### src/rtl/nt_emotion_pkg.sv
// Shared definitions for the neurotransmitter emotion evaluator:
// emotion indices, evaluator FSM encoding and level-bus field positions.
package nt_emotion_pkg;

  // Width of the packed level bus and of each neurotransmitter field
  localparam int NT_BUS_W   = 10;
  localparam int NT_FIELD_W = 2;

  // LSB position of each 2-bit level inside the packed bus
  localparam int NT_CORT_LSB = 0;
  localparam int NT_DOPA_LSB = 2;
  localparam int NT_GABA_LSB = 4;
  localparam int NT_NORE_LSB = 6;
  localparam int NT_SERO_LSB = 8;

  // Number of emotion classes; emotional_state is one-hot over these
  localparam int NT_EMO_NUM = 8;
  localparam int NT_EMO_W   = 3;

  // Emotion indices (bit position in the one-hot emotional_state)
  typedef enum logic [NT_EMO_W-1:0] {
    EMO_CALM    = 3'd0,
    EMO_HAPPY   = 3'd1,
    EMO_EXCITED = 3'd2,
    EMO_ANXIOUS = 3'd3,
    EMO_ANGRY   = 3'd4,
    EMO_SAD     = 3'd5,
    EMO_BORED   = 3'd6,
    EMO_SLEEPY  = 3'd7
  } nt_emotion_e;

  // Evaluator FSM encoding
  typedef enum logic [1:0] {
    ST_STABLE  = 2'd0,
    ST_PENDING = 2'd1,
    ST_HOLD    = 2'd2
  } nt_fsm_state_e;

  // Extract one 2-bit neurotransmitter level from the packed bus
  function automatic logic [NT_FIELD_W-1:0] nt_field(
    input logic [NT_BUS_W-1:0] bus,
    input int                  lsb
  );
    return bus[lsb +: NT_FIELD_W];
  endfunction

  // One-hot encoding of an emotion index
  function automatic logic [NT_EMO_NUM-1:0] nt_onehot(
    input logic [NT_EMO_W-1:0] idx
  );
    return NT_EMO_NUM'(1) << idx;
  endfunction

endpackage

### src/rtl/nt_emotion_classifier.sv
// Pure combinational classifier: packed neurotransmitter levels -> emotion index.
// Rules are checked in priority order; the first match wins, CALM is the fallback.
module nt_emotion_classifier
  import nt_emotion_pkg::*;
(
  input  logic [NT_BUS_W-1:0] levels,
  output logic [NT_EMO_W-1:0] emotion
);

  logic [NT_FIELD_W-1:0] cort;
  logic [NT_FIELD_W-1:0] dopa;
  logic [NT_FIELD_W-1:0] gaba;
  logic [NT_FIELD_W-1:0] nore;
  logic [NT_FIELD_W-1:0] sero;

  // Split the bus into its five levels
  always_comb begin
    cort = nt_field(levels, NT_CORT_LSB);
    dopa = nt_field(levels, NT_DOPA_LSB);
    gaba = nt_field(levels, NT_GABA_LSB);
    nore = nt_field(levels, NT_NORE_LSB);
    sero = nt_field(levels, NT_SERO_LSB);
  end

  // Priority rule table; stress responses outrank mood, mood outranks arousal
  always_comb begin
    emotion = EMO_CALM;
    if ((cort == 2'd3) && (nore >= 2'd2)) begin
      emotion = EMO_ANGRY;
    end else if ((cort >= 2'd2) && (gaba <= 2'd1)) begin
      emotion = EMO_ANXIOUS;
    end else if ((sero <= 2'd1) && (dopa <= 2'd1)) begin
      emotion = EMO_SAD;
    end else if ((dopa == 2'd3) && (nore >= 2'd2)) begin
      emotion = EMO_EXCITED;
    end else if ((dopa >= 2'd2) && (sero >= 2'd2)) begin
      emotion = EMO_HAPPY;
    end else if ((gaba == 2'd3) && (nore == 2'd0)) begin
      emotion = EMO_SLEEPY;
    end else if ((dopa == 2'd0) && (nore <= 2'd1)) begin
      emotion = EMO_BORED;
    end
  end

endmodule

### src/rtl/nt_emotion_evaluator.sv
// Reader end of the neurotransmitter level bus. Classifies the levels on each
// eval cycle (tick & level_valid), requires a new class to persist for
// PERSIST_TICKS evals before committing it, then ignores the bus for
// DWELL_TICKS evals so the mood loop cannot oscillate.
module nt_emotion_evaluator
  import nt_emotion_pkg::*;
#(
  parameter int PERSIST_TICKS = 4,
  parameter int DWELL_TICKS   = 8,
  parameter int CNT_W         = 4
) (
  input  logic                  clk,
  input  logic                  rst,
  input  logic                  tick,
  input  logic                  level_valid,
  input  logic [NT_BUS_W-1:0]   neurotransmitter_level,
  output logic [NT_EMO_NUM-1:0] emotional_state,
  output logic [NT_EMO_W-1:0]   emotion_id,
  output logic                  state_changed
);

  localparam logic [CNT_W-1:0] PERSIST_MAX = CNT_W'(PERSIST_TICKS);
  localparam logic [CNT_W-1:0] DWELL_MAX   = CNT_W'(DWELL_TICKS);
  localparam logic [CNT_W-1:0] CNT_ONE     = CNT_W'(1);

  // ---- stage p0: qualify and classify the bus -------------------------------
  logic                  vld_p0;
  logic [NT_BUS_W-1:0]   level_p0;
  logic [NT_EMO_W-1:0]   class_p0;

  // Gate the bus so unknown levels on non-eval cycles never reach the FSM
  always_comb begin
    vld_p0   = tick & level_valid;
    level_p0 = vld_p0 ? neurotransmitter_level : '0;
  end

  nt_emotion_classifier u_classifier (
    .levels  (level_p0),
    .emotion (class_p0)
  );

  // ---- stage p1: persistence / dwell FSM and committed outputs --------------
  nt_fsm_state_e         state, state_n;
  logic [NT_EMO_W-1:0]   candidate, candidate_n;
  logic [CNT_W-1:0]      persist_cnt, persist_cnt_n;
  logic [CNT_W-1:0]      dwell_cnt, dwell_cnt_n;
  logic                  commit;
  logic [NT_EMO_W-1:0]   commit_id;

  // Next-state, counter updates and commit decision; only eval cycles move anything
  always_comb begin
    state_n       = state;
    candidate_n   = candidate;
    persist_cnt_n = persist_cnt;
    dwell_cnt_n   = dwell_cnt;
    commit        = 1'b0;
    commit_id     = emotion_id;

    if (vld_p0) begin
      case (state)
        ST_STABLE: begin
          if (class_p0 != emotion_id) begin
            candidate_n = class_p0;
            if (PERSIST_TICKS == 1) begin
              commit    = 1'b1;
              commit_id = class_p0;
            end else begin
              persist_cnt_n = CNT_ONE;
              state_n       = ST_PENDING;
            end
          end
        end

        ST_PENDING: begin
          if (class_p0 == candidate) begin
            if ((persist_cnt + CNT_ONE) == PERSIST_MAX) begin
              commit    = 1'b1;
              commit_id = candidate;
            end else begin
              persist_cnt_n = persist_cnt + CNT_ONE;
            end
          end else if (class_p0 == emotion_id) begin
            // Levels drifted back to the committed mood: abandon the candidate
            persist_cnt_n = '0;
            state_n       = ST_STABLE;
          end else begin
            // A different new class restarts the persistence window
            candidate_n   = class_p0;
            persist_cnt_n = CNT_ONE;
          end
        end

        ST_HOLD: begin
          dwell_cnt_n = dwell_cnt - CNT_ONE;
          if (dwell_cnt == CNT_ONE) begin
            state_n = ST_STABLE;
          end
        end

        default: begin
          state_n       = ST_STABLE;
          persist_cnt_n = '0;
          dwell_cnt_n   = '0;
        end
      endcase

      if (commit) begin
        persist_cnt_n = '0;
        if (DWELL_TICKS > 0) begin
          dwell_cnt_n = DWELL_MAX;
          state_n     = ST_HOLD;
        end else begin
          state_n = ST_STABLE;
        end
      end
    end
  end

  // FSM state, candidate and counters
  always_ff @(posedge clk) begin
    if (rst) begin
      state       <= ST_STABLE;
      candidate   <= EMO_CALM;
      persist_cnt <= '0;
      dwell_cnt   <= '0;
    end else begin
      state       <= state_n;
      candidate   <= candidate_n;
      persist_cnt <= persist_cnt_n;
      dwell_cnt   <= dwell_cnt_n;
    end
  end

  // Committed emotion registers and the one-cycle change pulse
  always_ff @(posedge clk) begin
    if (rst) begin
      emotional_state <= nt_onehot(EMO_CALM);
      emotion_id      <= EMO_CALM;
      state_changed   <= 1'b0;
    end else begin
      state_changed <= commit;
      if (commit) begin
        emotional_state <= nt_onehot(commit_id);
        emotion_id      <= commit_id;
      end
    end
  end

endmodule

### config.mk
export PLATFORM = sky130hd
export DESIGN_NAME = nt_emotion_evaluator
export DESIGN_NICKNAME = d
export VERILOG_FILES = /design/src/rtl/nt_emotion_pkg.sv /design/src/rtl/nt_emotion_classifier.sv /design/src/rtl/nt_emotion_evaluator.sv
export SDC_FILE = /design/constraint.sdc
export NUM_CORES = 1
export LEC_CHECK = 0
export ABC_CLOCK_PERIOD_IN_PS = 3400
export CORE_MARGIN = 8
export CORE_UTILIZATION = 28
export DETAILED_ROUTE_END_ITERATION = 7
export GPL_TIMING_DRIVEN = 0
export PLACE_DENSITY_LB_ADDON = 0.15
export SKIP_CTS_REPAIR_TIMING = 1
export SYNTH_ARGS = -nofsm -noshare
export SYNTH_HDL_FRONTEND = slang
export SYNTH_HIERARCHICAL = 1
export SYNTH_SLANG_ARGS = --single-unit
export TNS_END_PERCENT = 10
### constraint.sdc
create_clock -name clk -period 3.4 [get_ports clk]
set_clock_uncertainty 0.1 [all_clocks]
set_input_delay 0.68 -clock clk [delete_from_list [all_inputs] [get_ports clk]]
set_output_delay 0.68 -clock clk [all_outputs]
set_load 0.03 [all_outputs]
==> flow_summary.toml, run 1 <==
[critical_path]
slowest_stage = "or4_4"
reg2reg_slack_ns = 0.93
slowest_delay_ns = 0.52
r2r-end = "emotional_state[1]"
ff2ff_path_depth = 8
cp_num_cells = 11
cp-end-kind = "register"
path_cells = "clkdlybuf4s50_1 -> and3_4 -> o21ai_2 -> nand2_2 -> o31ai_4 -> xnor2_2 -> nand4_1 -> or4_4 -> buf_6 -> or4b_4 -> a21oi_2"
critPathLaunchType = "primary input"
worstPathRequired_ns = 3.50
arrival_ns = 3.42
r2r-start = "persist_cnt[0]"
cp_num_buf_inv = 2
crit_fanout = 6
crit_family = "simple AND/OR/NAND/NOR gates"
critPathKind = "primary input to register"

[floorplanning]
ios = 26
start_util_pct = 28.38
rows = 26
die_area_um2 = 7574
die_w_um = 87.03
fp.coreArea_um2 = 4977
die_h_um = 87.03

[yosys]
syn_area_per_cell_um2 = 7.848
syn_nets = 197
synthCells = 180
yosys_warnings = 6
syn_area_um2 = 1413

[timing]
final-setup-viol-count = 0
finalSetupTns_ns = 0
fin_hold_ws_ns = 0.3541
worst_pin_slew_ns = 0.7435
fmax_mhz = 301.6
setup_ws_ns = 0.08397
slew_headroom_pct = 50.02
min_period_ns = 3.316
slew_viol_final = 0
final.period_utilization_pct = 97.53
hold_viol = 0

[grt]
grt_pass1_vias = 1247
antenna_found_initial = 0
grt_max_degree = 14
grt_pass1_wl_um = 6037
grt.overflow.total = 0
track_usage_pct = 9.775

[cts]
cts_buffers = 3
clk_latency_ns = 0.27
cts_sinks = 25
clk_pin_slew_ns = 0.08
cts.path.max_buffers = 2
cts_max_level = 1
clockRootBuffer = "clkbuf_8"
tritoncts = "done"

[placement]
dp_hpwl_um = 2585
globalplace.congestion = 0.7230
numPortBuffers = 23
place_ws_ns = -0.9528

[finish]
diodes = 0
final_nets = 228
drive_above_1_share_pct = 17.62
area_growth_pct = 38.80

[route]
remaining_drc_errors = 0
ant_nets = 0
wl_um = 3699
wire_per_inst_um = 13.21
drtPass1Iterations = 5
first_iter_violations = 66
vias = 1350
vias_per_cell = 4.821

[status]
outcome = "complete, no violations"

[hold_path]
holdPathEnd = "emotional_state[2]"
holdPathStages = 2
worstHoldStart = "emotional_state[2]"
hold_class = "register to register"

[flow_run]
maxCapViolations = 0

[power_and_ir_drop]
power.total_w = 0.0005841
leakagePower_nw = 0.7470
power_density_nw_per_um2 = 297.9
peakVddDrop_v = 0.0002125
==> where the power goes <==
| part | internal, W | switching [W] | leakage (nW) | total (W) |
|---|---|---|---|---|
| clock | 0.0000840 | 0.0000991 | 0.0228 | 0.000183 |
| combinational | 0.0000481 | 0.0000524 | 0.522 | 0.000101 |
| sequential | 0.000297 | 0.00000328 | 0.202 | 0.000300 |
==> through the flow <==
stage | instances | instance area [um2] | util (%)
global route | 280 | 1961 | 39.39
finish | 280 | 1961 | 39.39
CTS | 277 | 1789 | 35.95
global placement | 273 | 1744 | 35.04
detailed placement | 273 | 1744 | 35.04
floorplan | 180 | 1426 | -
==> worst max-delay path by stage <==
stage	startpoint	to	slack [ns]
global route	neurotransmitter_level[7]	emotional_state[1]	-0.03
global placement	tick	emotional_state[5]	-0.96
finish	neurotransmitter_level[7]	emotional_state[1]	0.08
detailed placement	tick	emotional_state[6]	-0.95
CTS	tick	emotional_state[5]	-0.69
floorplan	tick	emotional_state[1]	0.02
==> final cells by class <==
type	count	area, um2
Multi-Input combinational cell	138	989.7
Timing Repair Buffer	28	272.8
Inverter	4	15.01
Sequential cell	25	500.5
Tap cell	70	87.58
Buffer	11	50.05
Clock buffer	4	45.04
Fill cell	513	3017
==> cell usage in the layout, fill, tap and decap left out, drive strengths merged, types with 2 or more instances in the layout <==
master	count
nand3	10
nor4	2
inv	4
o21ai	10
nand4	3
a21oi	20
and2	2
and3	10
nand4b	4
clkdlybuf4s50	15
mux2i	4
dlymetal6s2s	6
clkbuf	16
nand2b	2
dfxtp	25
or4b	2
nor2	10
or4	3
xnor2	8
ha	3
buf	6
o21a	2
nand2	21
nor3	6
==> metal layers <==
layer,vias up,global-route usage (%),share of wire (%)
li1,703,-,-
met1,629,11.95,49
met2,16,15.89,46
met3,2,3.396,4.5
met4,0,2.347,0.70
met5,-,0,0
==> worst register-to-register path, stage by stage, from the launching register on <==
cell and delay (ns):
dfxtp_1 0.39, ha_1 0.16, inv_1 0.06, or3_1 0.30
clkbuf_2 0.17, or4_4 0.43, buf_6 0.14, or4b_4 0.51
a21oi_2 0.13
==> registers in the layout, summed over array words and instances, names as in the netlist <==
name	count
emotional_state	8
dwell_cnt	4
persist_cnt	4
candidate	3
emotion_id	3
state	2
state_changed	1
(Power assumes the default switching activity.)
==> run 2, diff against run 1 <==
Settings changed: PLACE_DENSITY set to 0.58, PLACE_DENSITY_LB_ADDON 0.15 to unset, RECOVER_POWER set to 25.
==> flow_summary.toml, run 2 (synthesis gave the netlist of run 1 again) <==
[finish]
num-fill-cells = 492
area_growth_pct = 39.95
drive_above_1_share_pct = 17.45
multi_input_area_um2 = 979.7
seq_area_um2 = 500.5
final_common_cell = "dfxtp_1"
diodes = 0
largest_reg_flops = 8
layout_common_cells = "dfxtp_1, a21oi_1, nand2_1"
regMostFlops = "emotional_state"
final_nets = 230
top_regs = "emotional_state: 8 flops, dwell_cnt: 4 flops, persist_cnt: 4 flops"

[floorplanning]
die_area_um2 = 7574
die_h_um = 87.03
die_w_um = 87.03
fp.coreArea_um2 = 4977
start_util_pct = 28.38
ios = 26
rows = 26

[hold_path]
hold_class = "register to register"
holdPathStages = 2
holdPathEnd = "emotional_state[5]"
worstHoldStart = "emotional_state[5]"

[power_and_ir_drop]
peakVddDrop_v = 0.0001764
power_density_nw_per_um2 = 293.1
leakagePower_nw = 0.7941

[timing]
final.period_utilization_pct = 96.66
final-setup-viol-count = 0
slew_viol_final = 0
hold_viol = 0
slew_headroom_pct = 52.61
min_period_ns = 3.286
fmax_mhz = 304.3
worst_pin_slew_ns = 0.7050
setup_ws_ns = 0.1135
finalSetupTns_ns = 0

[critical_path]
critPathKind = "primary input to register"
reg2reg_slack_ns = 0.96
slowest_delay_ns = 0.54
cp-end-kind = "register"
r2r-start = "persist_cnt[0]"
slowest_stage = "or4_4"
r2r-end = "emotional_state[4]"
crit_fanout = 11
cp_num_buf_inv = 3
arrival_ns = 3.38
cpMostUsedCell = "buf_4"
worstPathRequired_ns = 3.50
path_cells = "buf_4 -> and3_1 -> nand3b_4 -> buf_4 -> a211oi_2 -> o21a_1 -> xnor2_2 -> nand4_1 -> or4_4 -> buf_6 -> or4b_1 -> a21oi_1"
critPathLaunchType = "primary input"
crit_family = "simple AND/OR/NAND/NOR gates"
ff2ff_path_depth = 8

[cts]
clk_latency_ns = 0.27
cts.path.max_buffers = 2
clk_pin_slew_ns = 0.09
cts_sinks = 25
cts_buffers = 3
clockRootBuffer = "clkbuf_8"
cts_max_level = 1
tritoncts = "done"

[placement]
dp_hpwl_um = 2475
numPortBuffers = 23
globalplace.congestion = 0.7802
place_ws_ns = -0.9301

[route]
wl_um = 3493
vias = 1341
wire_per_inst_um = 12.39
first_iter_violations = 93
drtPass1Iterations = 4
ant_nets = 0
vias_per_cell = 4.755
remaining_drc_errors = 0

[flow_run]
maxCapViolations = 0

[grt]
grt_pass1_vias = 1263
grt_pass1_wl_um = 5602
grt.overflow.total = 0
track_usage_pct = 8.820
grt_max_degree = 15
antenna_found_initial = 0

[status]
outcome = "complete, no violations"
==> run 2: layer usage <==
| metal | global-route usage (%) | wire length (um) |
|---|---|---|
| met5 | 0 | 0 |
| met4 | 1.408 | 4 |
| met3 | 1.887 | 89 |
| met2 | 14.99 | 1672 |
| met1 | 11.21 | 1726 |
==> run 2: metrics by stage <==
| stage | util (%) | hold slack (ns) | cell area (um2) | cells | total power, W |
|---|---|---|---|---|---|
| after floorplan | - | 0.3491 | 1426 | 180 | 0.0003645 |
| after global placement | 35.04 | 0.3430 | 1744 | 273 | 0.0003897 |
| after detailed placement | 35.04 | 0.3456 | 1744 | 273 | 0.0003903 |
| after CTS | 35.97 | 0.3636 | 1790 | 277 | 0.0005696 |
| after global routing | 39.72 | 0.3787 | 1977 | 282 | 0.0006108 |
| final | 39.72 | 0.3553 | 1977 | 282 | 0.0005795 |
==> run 2: layout make-up <==
cell class | count | area share (%)
clock inverters | 1 | 0.2532
multi-input cells | 138 | 49.56
repair buffers | 30 | 15.06
clock buffers | 3 | 2.089
inverters | 4 | 0.7595
well taps | 70 | 4.430
flip-flops and latches | 25 | 25.32
plain buffers | 11 | 2.532
==> run 2: worst max path at each step <==
stage | startpoint | to | slack, ns | depth (start not counted)
5_1_grt | tick | emotional_state[4] | -0.02 | 12
3_3_place_gp | level_valid | emotional_state[5] | -0.96 | 11
6_report | tick | emotional_state[4] | 0.11 | 12
3_5_place_dp | tick | emotional_state[5] | -0.93 | 11
4_1_cts | tick | emotional_state[5] | -0.66 | 11
2_1_floorplan | tick | emotional_state[1] | 0.02 | 11
==> run 2: tightest hold or removal path: stages (launching register included) <==
cell,delay [ns]
dfxtp_1,0.31
nand2_1,0.05
a21oi_1,0.05
==> run 2: power breakdown <==
| group | total (W) | internal, W | switching [W] |
|---|---|---|---|
| logic | 0.000100 | 0.0000487 | 0.0000516 |
| registers | 0.000300 | 0.000297 | 0.00000296 |
| clock network | 0.000179 | 0.0000819 | 0.0000971 |
| total | 0.000579 | 0.000428 | 0.000152 |
==> run 3, diff against run 2 <==
Settings changed: ABC_AREA set to 1, CORE_UTILIZATION 28 to 47, PLACE_DENSITY 0.58 to 0.83.
==> flow_summary.toml, run 3 <==
[status]
outcome = "complete, no violations"

[critical_path]
worstPathRequired_ns = 3.52
path_cells = "clkdlybuf4s50_1 -> nand2_1 -> nor2_1 -> nor2_1 -> nand2_1 -> nand2_2 -> nand2_1 -> nand2_1 -> nand2_1 -> nand2_1 -> xor2_1 -> nor2_2 -> nand4_4 -> buf_4 -> a21oi_1 -> nand2_1"
crit_fanout = 10
cp_num_buf_inv = 2
critical_path.endpoint = "emotional_state[0]"
cpMostUsedCell = "nand2_1"
cp-end-kind = "register"
crit_start = "tick"
critPathLaunchType = "primary input"
r2r-start = "persist_cnt[0]"
reg2reg_slack_ns = 1.50
ff2ff_path_depth = 7
slowest_stage = "clkdlybuf4s50_1"
cp_num_cells = 16
critPathKind = "primary input to register"
r2r-end = "emotional_state[0]"
crit_family = "simple AND/OR/NAND/NOR gates"
slowest_delay_ns = 0.45
arrival_ns = 3.21

[timing]
fmax_mhz = 323.2
setup_ws_ns = 0.3061
min_period_ns = 3.094
slew_headroom_pct = 68.70
final-setup-viol-count = 0
rsz0062_at_grt = "false"
slew_viol_final = 0
fin_hold_ws_ns = 0.3690
worst_pin_slew_ns = 0.4695
hold_viol = 0
final.period_utilization_pct = 91.00

[cts]
cts_sinks = 25
cts.path.max_buffers = 2
cts_buffers = 3
cts_max_level = 1
clk_latency_ns = 0.32
clk_pin_slew_ns = 0.12
clockRootBuffer = "clkbuf_4"
tritoncts = "done"

[floorplanning]
die_w_um = 73.11
start_util_pct = 49.80
rows = 20
ios = 26
die_area_um2 = 5344
fp.coreArea_um2 = 3078
die_h_um = 73.11

[power_and_ir_drop]
power.switching_w = 0.0001422
clock_power_share_pct = 25.3
seqPwrFrac_pct = 59.0
p_sw_share_pct = 27.41
combinationalPowerShare_pct = 15.7
internal-power_w = 0.0003768
leakagePower_nw = 0.8305
power_density_nw_per_um2 = 279.9
peakVddDrop_v = 0.0003062

[route]
remaining_drc_errors = 0
wl_um = 3272
drtPass1Iterations = 4
first_iter_violations = 104
top_layer = "met4"
wire_per_inst_um = 10.69
wl_met2_um = 1536
wl_met3_um = 81
vias = 1502
drt-met1-wl_um = 1618
vias_per_cell = 4.908
ant_nets = 0

[grt]
track_usage_pct = 12.85
grt_max_degree = 15
grt_pass1_wl_um = 5602
grt_pass1_vias = 1307
grt.overflow.total = 0
antenna_found_initial = 0

[flow_run]
maxCapViolations = 0

[placement]
dp_hpwl_um = 2589
place_ws_ns = -0.1312
numPortBuffers = 24
placed_area_um2 = 1828
globalplace.congestion = 0.8955

[finish]
final_common_cell = "nand2_1"
top_regs = "emotional_state: 8 flops, dwell_cnt: 4 flops, persist_cnt: 4 flops"
layout_common_cells = "nand2_1, inv_1, nor2_1"
area_growth_pct = 20.98
regMostFlops = "emotional_state"
diodes = 0
largest_reg_flops = 8
postLayoutCellArea_um2 = 1854
post-route-util_pct = 60.24
drive_above_1_share_pct = 9.542
final_nets = 280

[yosys]
syn_nets = 252
yosys_warnings = 6
synthCells = 235
syn_area_um2 = 1533
syn_area_per_cell_um2 = 6.522

[hold_path]
hold_class = "register to register"
run 3: changes by cell type in the layout (fill, tap and decap cells not counted), sizes merged, moves of 5 or more:
cell           previous run  this run
clkdlybuf4s50             4        15
nor2                     10        35
nand2                    21        58
buf                      10         1
and3                     10         0
clkbuf                   13         5
inv                       4        36
nand3                    10        23
dlymetal6s2s              8         0
nor3                      6         1
run 3: how the worst min path moves through the flow:
stage                        from                  to  slack (ns)  cells past startpoint
2_1_floorplan        dwell_cnt[1]        dwell_cnt[1]        0.35                      2
3_3_place_gp   emotional_state[1]  emotional_state[1]        0.35                      2
3_5_place_dp   emotional_state[2]  emotional_state[2]        0.36                      2
4_1_cts        emotional_state[2]  emotional_state[2]        0.38                      2
5_1_grt        emotional_state[5]  emotional_state[5]        0.39                      2
6_report       emotional_state[1]  emotional_state[1]        0.37                      2
run 3: cell type report:
cell class | count | area [um2]
inverter | 37 | 138.9
fill | 298 | 1224
clock inverter | 1 | 5.005
tap | 44 | 55.05
sequential | 25 | 500.5
clock buffer | 3 | 22.52
buffer | 3 | 15.01
timing repair buffer | 24 | 240.2
multi-input combinational | 169 | 877.1
run 3: worst register-to-register path, cell delays in order, from the launching register on:
cell and delay (ns):
dfxtp_1 0.41, ha_1 0.20, nand2_1 0.08, nor2_2 0.33, nand4_4 0.24, buf_4 0.24
a21oi_1 0.14, nand2_1 0.06
run 3: per-layer routing:
layer	global-route usage, %	vias to the layer above
met5	0	-
met4	3.111	0
met3	3.434	6
met2	21.05	27
met1	16.14	668
li1	-	801
run 3: per-stage QoR:
step	setup TNS (ns)	instances	total power (W)
2_1_floorplan	0	235	0.0003681
3_3_place_gp	-1.118	303	0.0003922
3_5_place_dp	-1.211	303	0.0003945
4_1_cts	0	307	0.0005274
5_1_grt	0	306	0.0005493
6_report	0	306	0.0005190
run 3: power by group through the flow:
stage,clock network (W),registers [W],logic [W]
floorplan,0,0.000311,0.0000573
global placement,0,0.000313,0.0000796
detailed placement,0,0.000313,0.0000816
CTS,0.000139,0.000307,0.0000818
global route,0.000149,0.000308,0.0000931
finish,0.000131,0.000306,0.0000812
